==> src/rtl/rp_acq_ctrl.sv <==
// rp_acq_ctrl: acquisition sequencer for one ADC channel.
// Picks the alignment tap per trigger class and drives the capture buffer.
module rp_acq_ctrl #(
  parameter int CW = 32,
  parameter int AW = 14,
  parameter int TW = 2
) (
  input  logic          adc_clk_i,
  input  logic          adc_rst_i,
  input  logic          cfg_arm_i,
  input  logic          cfg_abort_i,
  input  logic [3:0]    cfg_trg_src_i,
  input  logic          cfg_trg_new_i,
  input  logic [CW-1:0] cfg_pre_i,
  input  logic [CW-1:0] cfg_post_i,
  input  logic          dat_val_i,
  input  logic          trg_i,
  output logic [TW-1:0] dly_sel_o,
  output logic          acq_wr_o,
  output logic [AW-1:0] wr_ptr_o,
  output logic [AW-1:0] trg_ptr_o,
  output logic          trg_o,
  output logic          busy_o,
  output logic          done_o,
  output logic [2:0]    state_o
);

  typedef enum logic [2:0] {
    S_IDLE = 3'd0,
    S_PRE  = 3'd1,
    S_WAIT = 3'd2,
    S_POST = 3'd3,
    S_DONE = 3'd4
  } state_t;

  state_t        state;
  state_t        nxt;
  logic [CW-1:0] pre_cnt;
  logic [CW-1:0] post_cnt;
  logic [AW-1:0] addr;
  logic [TW-1:0] pend_tap;
  logic [TW-1:0] map_tap;
  logic          map_hit;
  logic          lvl_src;
  logic          ext_src;
  logic          idle_like;
  logic          arm_ok;
  logic          wr_en;
  logic          fire;
  logic          pre_last;
  logic          post_last;

  assign lvl_src = (cfg_trg_src_i >= 4'd2 && cfg_trg_src_i <= 4'd5) ||
                   (cfg_trg_src_i >= 4'd10 && cfg_trg_src_i <= 4'd13);
  assign ext_src = cfg_trg_src_i >= 4'd6 && cfg_trg_src_i <= 4'd9;

  always_comb begin
    map_hit = 1'b0;
    map_tap = '0;
    unique case (1'b1)
      lvl_src: begin
        map_hit = 1'b1;
        map_tap = TW'(1);
      end
      ext_src: begin
        map_hit = 1'b1;
        map_tap = TW'(2);
      end
      default: ;
    endcase
  end

  assign idle_like = (state == S_IDLE) || (state == S_DONE);
  assign arm_ok    = cfg_arm_i && !cfg_abort_i && idle_like;
  assign wr_en     = busy_o && dat_val_i && !cfg_abort_i;
  assign fire      = (state == S_WAIT) && trg_i && dat_val_i
                     && !cfg_abort_i;
  assign pre_last  = pre_cnt == cfg_pre_i - CW'(1);
  assign post_last = post_cnt == cfg_post_i - CW'(1);

  always_ff @(posedge adc_clk_i) begin
    if (adc_rst_i) state <= S_IDLE;
    else           state <= nxt;
  end

  always_comb begin
    nxt = state;
    if (cfg_abort_i) begin
      nxt = S_IDLE;
    end else begin
      case (state)
        S_IDLE, S_DONE:
          if (cfg_arm_i) nxt = (cfg_pre_i == '0) ? S_WAIT : S_PRE;
        S_PRE:
          if (dat_val_i && pre_last) nxt = S_WAIT;
        S_WAIT:
          if (trg_i && dat_val_i)
            nxt = (cfg_post_i == '0) ? S_DONE : S_POST;
        S_POST:
          if (dat_val_i && post_last) nxt = S_DONE;
        default: nxt = S_IDLE;
      endcase
    end
  end

  always_comb begin
    busy_o  = (state == S_PRE) || (state == S_WAIT) || (state == S_POST);
    done_o  = state == S_DONE;
    state_o = state;
  end

  // Tap only moves while the capture is not running.
  always_ff @(posedge adc_clk_i) begin
    if (adc_rst_i) begin
      pend_tap  <= '0;
      dly_sel_o <= '0;
    end else begin
      if (cfg_trg_new_i && map_hit) pend_tap <= map_tap;
      if (idle_like)
        dly_sel_o <= (arm_ok && cfg_trg_new_i && map_hit) ?
                     map_tap : pend_tap;
    end
  end

  always_ff @(posedge adc_clk_i) begin
    if (adc_rst_i) begin
      pre_cnt   <= '0;
      post_cnt  <= '0;
      addr      <= '0;
      wr_ptr_o  <= '0;
      trg_ptr_o <= '0;
      acq_wr_o  <= 1'b0;
      trg_o     <= 1'b0;
    end else begin
      acq_wr_o <= wr_en;
      trg_o    <= fire;
      if (wr_en) begin
        wr_ptr_o <= addr;
        addr     <= addr + AW'(1);
      end
      if (fire) trg_ptr_o <= addr;
      if (cfg_abort_i) begin
        pre_cnt  <= '0;
        post_cnt <= '0;
      end else begin
        if (arm_ok)
          pre_cnt <= '0;
        else if (state == S_PRE && dat_val_i)
          pre_cnt <= pre_cnt + CW'(1);
        if (fire)
          post_cnt <= '0;
        else if (state == S_POST && dat_val_i)
          post_cnt <= post_cnt + CW'(1);
      end
    end
  end

endmodule

==> config.mk <==
export PLATFORM = sky130hd
export DESIGN_NAME = rp_acq_ctrl
export DESIGN_NICKNAME = d
export VERILOG_FILES = /design/src/rtl/rp_acq_ctrl.sv
export SDC_FILE = /design/constraint.sdc
export NUM_CORES = 1
export LEC_CHECK = 0
export BUFFER_PORTS_ARGS = -buffer_cell sky130_fd_sc_hd__clkbuf_2
export CAP_MARGIN = 20
export CORE_ASPECT_RATIO = 0.9
export CORE_UTILIZATION = 25
export CTS_CLUSTER_SIZE = 40
export DETAILED_ROUTE_END_ITERATION = 10
export PLACE_DENSITY = 0.41
export SLEW_MARGIN = 20
export SYNTH_ARGS = -nofsm -noshare
export SYNTH_HDL_FRONTEND = slang
export SYNTH_SLANG_ARGS = --single-unit
==> constraint.sdc <==
create_clock -name adc_clk_i -period 7.75 [get_ports adc_clk_i]
set_input_delay 0.3875 -clock adc_clk_i [delete_from_list [all_inputs] [get_ports adc_clk_i]]
set_output_delay 0.3875 -clock adc_clk_i [all_outputs]
set_load 0.05 [all_outputs]
* Yosys cells after proc, flatten, opt, wreduce, memory -nomap -nowiden
Index checks and enable logic that the tools add are counted.
** Storage, ports and cells
- Input bits :: 75
- Memory bits (read-only) :: 0
- Memories :: 0
- RAM bits :: 0
- Latch bits :: 0
- Flip-flop bits (word level) :: 115
** Cells by class
- Equal/unequal tests :: 10
- Multipliers :: 0
- Muxes and demuxes :: 10
- Reduce and logical (&&, ||, !) cells :: 32
- Shift-type cells :: 0
- Divide/modulo/power cells :: 0
- Order comparisons :: 6
- Bitwise operators :: 0
- $add $sub $neg :: 5
** Operator list (number)
- adder 32 x 1 -> 32 bit (second input constant) :: 2
- equality test 32 bit :: 2
- logical NOT 32 bit :: 2
- subtractor 32 x 1 -> 32 bit (second input constant) :: 2
- logical AND 1 bit :: 18
- two-way mux 3 bit :: 5
- adder 14 x 1 -> 14 bit (second input constant) :: 1
- one-hot mux 3 bit (4 select lines) :: 1
- less-or-equal comparator 4 bit (second input constant) :: 2
- equality test 3 x 2 -> 1 bit (second input constant) :: 2
- != test 2 bit (second input constant) :: 3
- OR reduction 2 bit :: 3
- OR reduction 3 bit :: 2
- >= comparator 4 x 2 -> 1 bit (second input constant) :: 1
- >= comparator 4 x 3 -> 1 bit (second input constant) :: 1
- >= comparator 4 bit (second input constant) :: 1
- less-or-equal comparator 4 x 3 -> 1 bit (second input constant) :: 1
- logical OR 1 bit :: 4
- two-way mux 2 bit :: 2
- one-hot mux 2 bit (2 select lines) :: 1
- AND reduction 4 bit :: 1
- equality test 3 x 1 -> 1 bit (second input constant) :: 1
- equality test 3 bit (second input constant) :: 1
- logical NOT 3 bit :: 1
- other kinds (3) :: 3

* Depth between registers and ports, before layout
Gate-level depths: netlist of the first run.
- Depth in word-level cells :: 7
- Mapped depth :: 12

* Least setup slack after synthesis of the first run
OpenSTA, ideal clock, no wires.
- Path kind :: register to register
- Start point :: register state[1], in the netlist state_o[1]
- End point :: register post_cnt[30]
- Data required time :: 7622 ps
- Period minus slack after synthesis :: 3163 ps
- Cell stages (with the launch flop) :: 12
- Arrival time :: 3035 ps
- Setup time :: 128 ps
- Buffers on the path :: 2
- Setup slack :: 4587 ps
- Cell sequence :: dfxtp_1 > buf_2 > nor2b_1 > and3_1 > clkbuf_1 > nand4_1 > nor4_1 > and4_1 > and3_1 > nand4_1 > xor2_1 > nor2_1
** Between the ends
- Longest elaborated chain between the ends :: 5
- Elaborated cells between the ends (all ways) :: 7
** RTL lines
- from (decl) :: line 36 : state_t state;
- from (signal assigned) :: line 83 : else state <= nxt;
- equality test 3 x 2 -> 1 bit :: line 76 : assign fire = (state == S_WAIT) && trg_i && dat_val_i
- logical AND 1 bit (2 in a row) :: line 76
- logical AND 1 bit :: line 77 : && !cfg_abort_i;
- OR reduction 3 bit (no source line)
- to (signal assigned) :: line 153 : post_cnt <= post_cnt + CW'(1);
- to (decl) :: line 39 : logic [CW-1:0] post_cnt;
Several ways; a longest one is shown, not always the timed one.
A chain may end at the register's enable or synchronous reset.

* Worst setup path after layout of the first run
- Start point :: input cfg_pre_i[4]
- End point :: register state[2], in the netlist state_o[2]
** Between the ends
- Longest elaborated chain between the ends :: 5
** RTL lines
- from (decl) :: line 14 : input logic [CW-1:0] cfg_pre_i,
- subtractor 32 x 1 -> 32 bit :: line 78 : assign pre_last = pre_cnt == cfg_pre_i - CW'(1);
- equality test 32 bit :: line 78
- logical AND 1 bit :: line 95 : if (dat_val_i && pre_last) nxt = S_WAIT;
- != test 2 bit (no source line)
- AND reduction 4 bit (no source line)
Every way passes these cells.

==> flow_summary.ini, run 1 <==
[status]
outcome = finished, final reports clean

[synth]
synth_top_flop_cell = sky130_fd_sc_hd__dfxtp_1
async_sr_flop_fraction = 0
post_synthesis_cell_area_mm2 = 0.00701
synth_most_common_cell = sky130_fd_sc_hd__nand2_1
yosysWarningCount = 0
synth_area_leaders = sky130_fd_sc_hd__dfxtp_1 33%, sky130_fd_sc_hd__xor2_1 10%, sky130_fd_sc_hd__xnor2_1 8.5%
synth_common_cells = 121 x sky130_fd_sc_hd__nand2_1, 115 x sky130_fd_sc_hd__dfxtp_1, 113 x sky130_fd_sc_hd__nor2_1
synthCells = 895
synth_top_cell_by_area = sky130_fd_sc_hd__dfxtp_1
synth-edff-count = 0
mappedNetlistNets = 975
yosysTopAreaCellShare = 0.328
synth-seq-cells = 115
yosysUniqueCellTypes = 69
synth_sequential_area_ratio = 0.328
avgSynthCellArea_um2 = 7.83

[floorplanning]
floorplan.die_area_mm2 = 0.0287
die_width_um = 179
coreArea_mm2 = 0.0272
floorplan.die.height_um = 161
i_o_pins = 112
floorplan.initialDensity = 0.257
std_cell_rows = 57

[clocking]
cts.sinks = 115
cts_setup_buffers = 0
cts_tree = done
clk_root_buffer_cell = sky130_fd_sc_hd__clkbuf_16
clk_transition_reported_paths_ns = 0.06
htreeDepth = 4
cts_resized = 0
cts_made_buffers = 17
clock_network_latency_to_the_later_pin_of_the_worst_skew_pair_ns = 0.42
postCtsHoldBufs = 0
clockBufferDepth = 2

[drt]
vias_per_std_cell = 4.71
wire_per_inst_um = 14.8
drt_first_pass_iters = 5
postRouteWirelength_mm = 20.2
route.vias.total = 6434
final_antenna_net_count = 0
drc = 0
drt-initial-drc-count = 314

[timing]
worst-slew-pin-transition_ns = 1.01
slew_viol_final = 0
rsz0062_at_grt = false
maximum_clock_skew_at_final_layout_ns = 0.0125
final-setup-viol-count = 0
finalSetupTns_ns = 0
max_clock_freq_mhz = 285
final_hold_slack_ns = 0.287
final.period_utilization = 0.453
post-route-min-period_ns = 3.51
finalHoldViolations = 0
slew_headroom = 0.320

[power]
power_frac_clock = 0.507
pwr-share-comb = 0.090
power_switching_share = 0.260
ir_worst_vdd_mv = 0.0957
internal_power_uw = 1100
power.sequential.fraction = 0.403
p_switching_uw = 386
power_per_cell_area_mw_per_mm2 = 174
power.static_leakage_uw = 0.00302

[run]
drv_cap = 0

[global_route]
grtUsageMet2 = 0.216
grt_start_max_net_pins = 51
number_of_global_route_vias_before_repair = 6108
grt_most_used_layer = met2
antenna_found_initial = 0
grt_pass1_wl_mm = 32.5
met1_track_usage_gr = 0.201
grt.total_usage = 0.144
gr-usage-met3 = 0.0381
grt_overflow_total = 0

[place]
dp_hpwl_mm = 15.3
dpl.cell_count = 1333
gp_routability_congestion = 0.807
io_buffers = 110

[layout]
antenna_cells = 0
layout.filler_cells = 2982
layout.nets = 1078
finalNonFillerCells = 1365
syn2layout_area_growth_pct = 21.1
final_layout_size_suffix_gt1_frac = 0.162

[critical_path]
crit_path_end_kind = flop
start_kind = input pin
critical_path_peak_fanout = 7
cp.required_ns = 8.09
cp_data_arrival_time_ns = 3.85
reg2reg_depth = 9
critical_path_class = input pin to flop

[worst_hold_path]
worstHoldPathCells = 2
worst_hold_path_type = input pin to flop
[worst max-delay path: stages]
cell	delay [ns]
sky130_fd_sc_hd__clkbuf_2	0.13
sky130_fd_sc_hd__nor4_1	0.88
sky130_fd_sc_hd__and4b_1	0.45
sky130_fd_sc_hd__nand2_1	0.10
sky130_fd_sc_hd__nor4b_1	0.26
sky130_fd_sc_hd__nor3_1	0.11
sky130_fd_sc_hd__a2111oi_0	0.77
sky130_fd_sc_hd__a21oi_1	0.28
sky130_fd_sc_hd__a31oi_2	0.27
sky130_fd_sc_hd__mux2i_1	0.20
[sequential cells by signal (all words and copies together) (netlist names)]
signal / flops
acq_wr_o: 1
addr: 14
dly_sel_o: 2
pend_tap: 2
post_cnt: 32
pre_cnt: 32
state_o: 3
trg_o: 1
trg_ptr_o: 14
wr_ptr_o: 14
[power groups by stage]
| stage | clock network [uW] | logic (uW) | registers [uW] |
|---|---|---|---|
| after floorplan | 0 | 73.0 | 613 |
| after global placement | 0 | 135 | 609 |
| after detailed placement | 0 | 135 | 609 |
| after CTS | 779 | 136 | 596 |
| after global routing | 804 | 149 | 596 |
| final | 751 | 134 | 596 |
[routing by layer]
metal	part of all wire	vias up	routed length (um)
li1	-	3355	-
met1	0.50	2958	10100
met2	0.44	109	8840
met3	0.051	12	1030
met4	0.010	0	203
met5	0	-	0
[final cells by class]
type / count / area, um2 / area share
clock buffers: 21 / 450 / 0.0531
clock inverters: 11 / 105 / 0.0124
inverters: 13 / 48.8 / 0.00575
multi-input cells: 733 / 4530 / 0.533
flip-flops and latches: 115 / 2300 / 0.271
well taps: 354 / 443 / 0.0522
repair buffers: 118 / 611 / 0.0719
[path summary, 6_finish.rpt]
| kind | startpoint | endpoint | slack [ns] |
|---|---|---|---|
| setup / recovery | cfg_pre_i[4] | state_o[2] | 4.24 |
| hold / removal | cfg_trg_src_i[2] | pend_tap[1] | 0.29 |
| setup reg to reg | state_o[1] | post_cnt[30] | 4.35 |
| hold reg to reg | wr_ptr_o[12] | wr_ptr_o[12] | 0.45 |
[per-stage QoR]
step	setup WS, ns	util	power (uW)	instance area [um2]
floorplan	4.59	-	686	7010
detailed placement	3.78	0.291	744	7930
finish	4.24	0.312	1480	8490
global route	3.92	0.312	1550	8490
CTS	4.23	0.312	1510	8490
global placement	3.83	0.291	745	7930
[cells by family after synthesis]
| family | count (synthesis) | synth area share |
|---|---|---|
| AO/OA/AOI/OAI | 109 | 0.0976 |
| XOR/XNOR | 152 | 0.190 |
| adder cells (fa/ha/maj) | 5 | 0.00893 |
| buffers and inverters | 47 | 0.0266 |
| flip-flops | 115 | 0.328 |
| multiplexers | 12 | 0.0173 |
| AND/OR/NAND/NOR | 455 | 0.331 |
[cell usage in the layout, fill, tap and decap left out, types with 4 or more instances in the layout]
cell	count
sky130_fd_sc_hd__nand3b_1	7
sky130_fd_sc_hd__o22ai_1	4
sky130_fd_sc_hd__or4_1	9
sky130_fd_sc_hd__nand2_1	121
sky130_fd_sc_hd__nand2b_1	7
sky130_fd_sc_hd__a31oi_1	8
sky130_fd_sc_hd__nand4_1	20
sky130_fd_sc_hd__and4_1	9
sky130_fd_sc_hd__ha_1	5
sky130_fd_sc_hd__inv_1	13
sky130_fd_sc_hd__xor2_1	84
sky130_fd_sc_hd__clkinvlp_4	4
sky130_fd_sc_hd__nor3b_1	5
sky130_fd_sc_hd__nor3_1	34
sky130_fd_sc_hd__and2_1	4
sky130_fd_sc_hd__a21oi_1	47
sky130_fd_sc_hd__clkbuf_16	17
sky130_fd_sc_hd__nor2b_1	5
sky130_fd_sc_hd__nand3_1	35
sky130_fd_sc_hd__dfxtp_1	115
sky130_fd_sc_hd__mux2i_1	11
sky130_fd_sc_hd__o21ai_0	17
sky130_fd_sc_hd__nor2_1	113
sky130_fd_sc_hd__xnor2_1	68
sky130_fd_sc_hd__or3_1	19
sky130_fd_sc_hd__buf_4	8
sky130_fd_sc_hd__and3_1	19
sky130_fd_sc_hd__clkbuf_2	110
sky130_fd_sc_hd__a2111oi_0	4
sky130_fd_sc_hd__nor4_1	21
Power figures use the tool's default switching activity.
==> inputs of run 2 (changes only) <==
Clock period 7.75 ns to 3.5 ns, I/O delays scaled along.
==> flow_summary.ini, run 2 (synthesized netlist as in run 1, its figures left out) <==
[clocking]
cts.sinks = 115
cts_tree = done
cts_resized = 0
postCtsHoldBufs = 0
clock_network_latency_to_the_later_pin_of_the_worst_skew_pair_ns = 0.41
htreeDepth = 4
clk_transition_reported_paths_ns = 0.05
cts_setup_buffers = 0
clk_root_buffer_cell = sky130_fd_sc_hd__clkbuf_16
clockBufferDepth = 2
cts_made_buffers = 17

[layout]
mostFrequentLayoutCell = sky130_fd_sc_hd__nand2_1
antenna_cells = 0
most-common-layout-cells = 121 x sky130_fd_sc_hd__nand2_1, 115 x sky130_fd_sc_hd__dfxtp_1, 113 x sky130_fd_sc_hd__nor2_1
biggestRegsByFlops = post_cnt: 32 flops, pre_cnt: 32 flops
syn2layout_area_growth_pct = 23.3
layout.filler_cells = 2982
finalNonFillerCells = 1378
layout.nets = 1092
layout.cell_area.non_filler_mm2 = 0.00864
post-route-util = 0.317
final_layout_size_suffix_gt1_frac = 0.173

[critical_path]
critical_path.reg2reg.startpoint = state_o[1]
critical_path.endpoint = state_o[1]
critPathMaxStageDelay_ns = 0.77
critPathMostFrequentCell = sky130_fd_sc_hd__buf_4
crit_path_slowest_cell = sky130_fd_sc_hd__a2111oi_0
cp_cell_sequence = clkbuf_2, or4_1, nor4_2, buf_4, nand4_1, nand3b_1, a2111oi_0, buf_4, a21oi_1, buf_4, a2111oi_1
worst_setup_path_startpoint = cfg_pre_i[8]
reg2reg_depth = 9
critical_path_class = input pin to flop
worst-r2r-setup-slack_ns = 0.53
crit_path_end_kind = flop
cp.required_ns = 3.79
timing.rr.end = post_cnt[31]
cp_data_arrival_time_ns = 3.38
critical_path_peak_fanout = 5
start_kind = input pin

[place]
io_buffers = 110
postPlaceCellArea_mm2 = 0.00804
dpl.cell_count = 1347
gp_routability_congestion = 0.782
dp_hpwl_mm = 15.6
dp_slack_ns = 0.0111

[worst_hold_path]
min_from = cfg_abort_i
worst_hold_path_type = input pin to flop
worstHoldPathCells = 2

[drt]
vias_per_std_cell = 4.78
drc = 0
route.vias.total = 6582
drt_first_pass_iters = 6
drt-initial-drc-count = 285
wire_per_inst_um = 14.8
final_antenna_net_count = 0
postRouteWirelength_mm = 20.4

[floorplanning]
std_cell_rows = 57
i_o_pins = 112
coreArea_mm2 = 0.0272
die_width_um = 179
floorplan.die.height_um = 161
floorplan.initialDensity = 0.257
floorplan.die_area_mm2 = 0.0287

[global_route]
number_of_global_route_vias_before_repair = 6313
grt_overflow_total = 0
grt.total_usage = 0.146
antenna_found_initial = 0
grt_pass1_wl_mm = 33.2
grt_start_max_net_pins = 50

[power]
pwr-share-comb = 0.087
power.sequential.fraction = 0.385
power_switching_share = 0.234
power_frac_clock = 0.528
ir_worst_vdd_mv = 0.263
internal_power_uw = 2630
power.static_leakage_uw = 0.00312
p_switching_uw = 805
power_per_cell_area_mw_per_mm2 = 398

[timing]
rsz0062_at_grt = false
worst-slew-pin-transition_ns = 0.825
finalSetupTns_ns = 0
slew_headroom = 0.436
post-route-min-period_ns = 3.09
finalHoldViolations = 0
max_clock_freq_mhz = 323
slew_viol_final = 0
maximum_clock_skew_at_final_layout_ns = 0.0119
post-route-worst-setup-slack_ns = 0.408
final-setup-viol-count = 0
final.period_utilization = 0.884

[status]
outcome = finished, final reports clean

[run]
drv_cap = 0
==> run 2: metal layers <==
metal / global-route usage / wire [um] / vias up
li1: - / - / 3377
met1: 0.195 / 10000 / 3070
met2: 0.228 / 8990 / 116
met3: 0.0410 / 1100 / 19
met4: 0.0424 / 266 / 0
met5: 0 / 0 / -
==> run 2: critical path: cells and delay by family <==
kind / cells / cell delay, ns
compound gates: 3 / 1.11
buf+inv: 4 / 0.72
simple gates: 4 / 1.35
==> run 2: area by class of cell <==
type                    count  area, um2  area share
clock buffers              21        450      0.0521
inverters                  13       48.8     0.00564
clock inverters            10        158      0.0182
flip-flops and latches    115       2300       0.266
well taps                 354        443      0.0512
repair buffers            132        716      0.0828
multi-input cells         733       4530       0.524
==> run 2: how the worst min path moves through the flow <==
stage / end / slack, ns
6_report: state_o[1] / 0.08
5_1_grt: state_o[1] / 0.09
4_1_cts: pend_tap[1] / 0.07
3_5_place_dp: trg_ptr_o[4] / 0.45
3_3_place_gp: trg_ptr_o[4] / 0.45
2_1_floorplan: state_o[1] / 0.26
==> run 2: metrics by stage <==
step / total power [uW] / hold slack (ns)
after floorplan: 1520 / 0.257
after global placement: 1650 / 0.446
after detailed placement: 1650 / 0.447
after CTS: 3500 / 0.0673
after global routing: 3590 / 0.0926
final: 3440 / 0.0849
==> run 2: power by group through the flow <==
stage	sequential, uW	clock (uW)	combinational [uW]
2_1_floorplan	1360	0	162
3_3_place_gp	1350	0	304
3_5_place_dp	1350	0	303
4_1_cts	1320	1870	304
5_1_grt	1320	1940	334
6_report	1320	1820	301
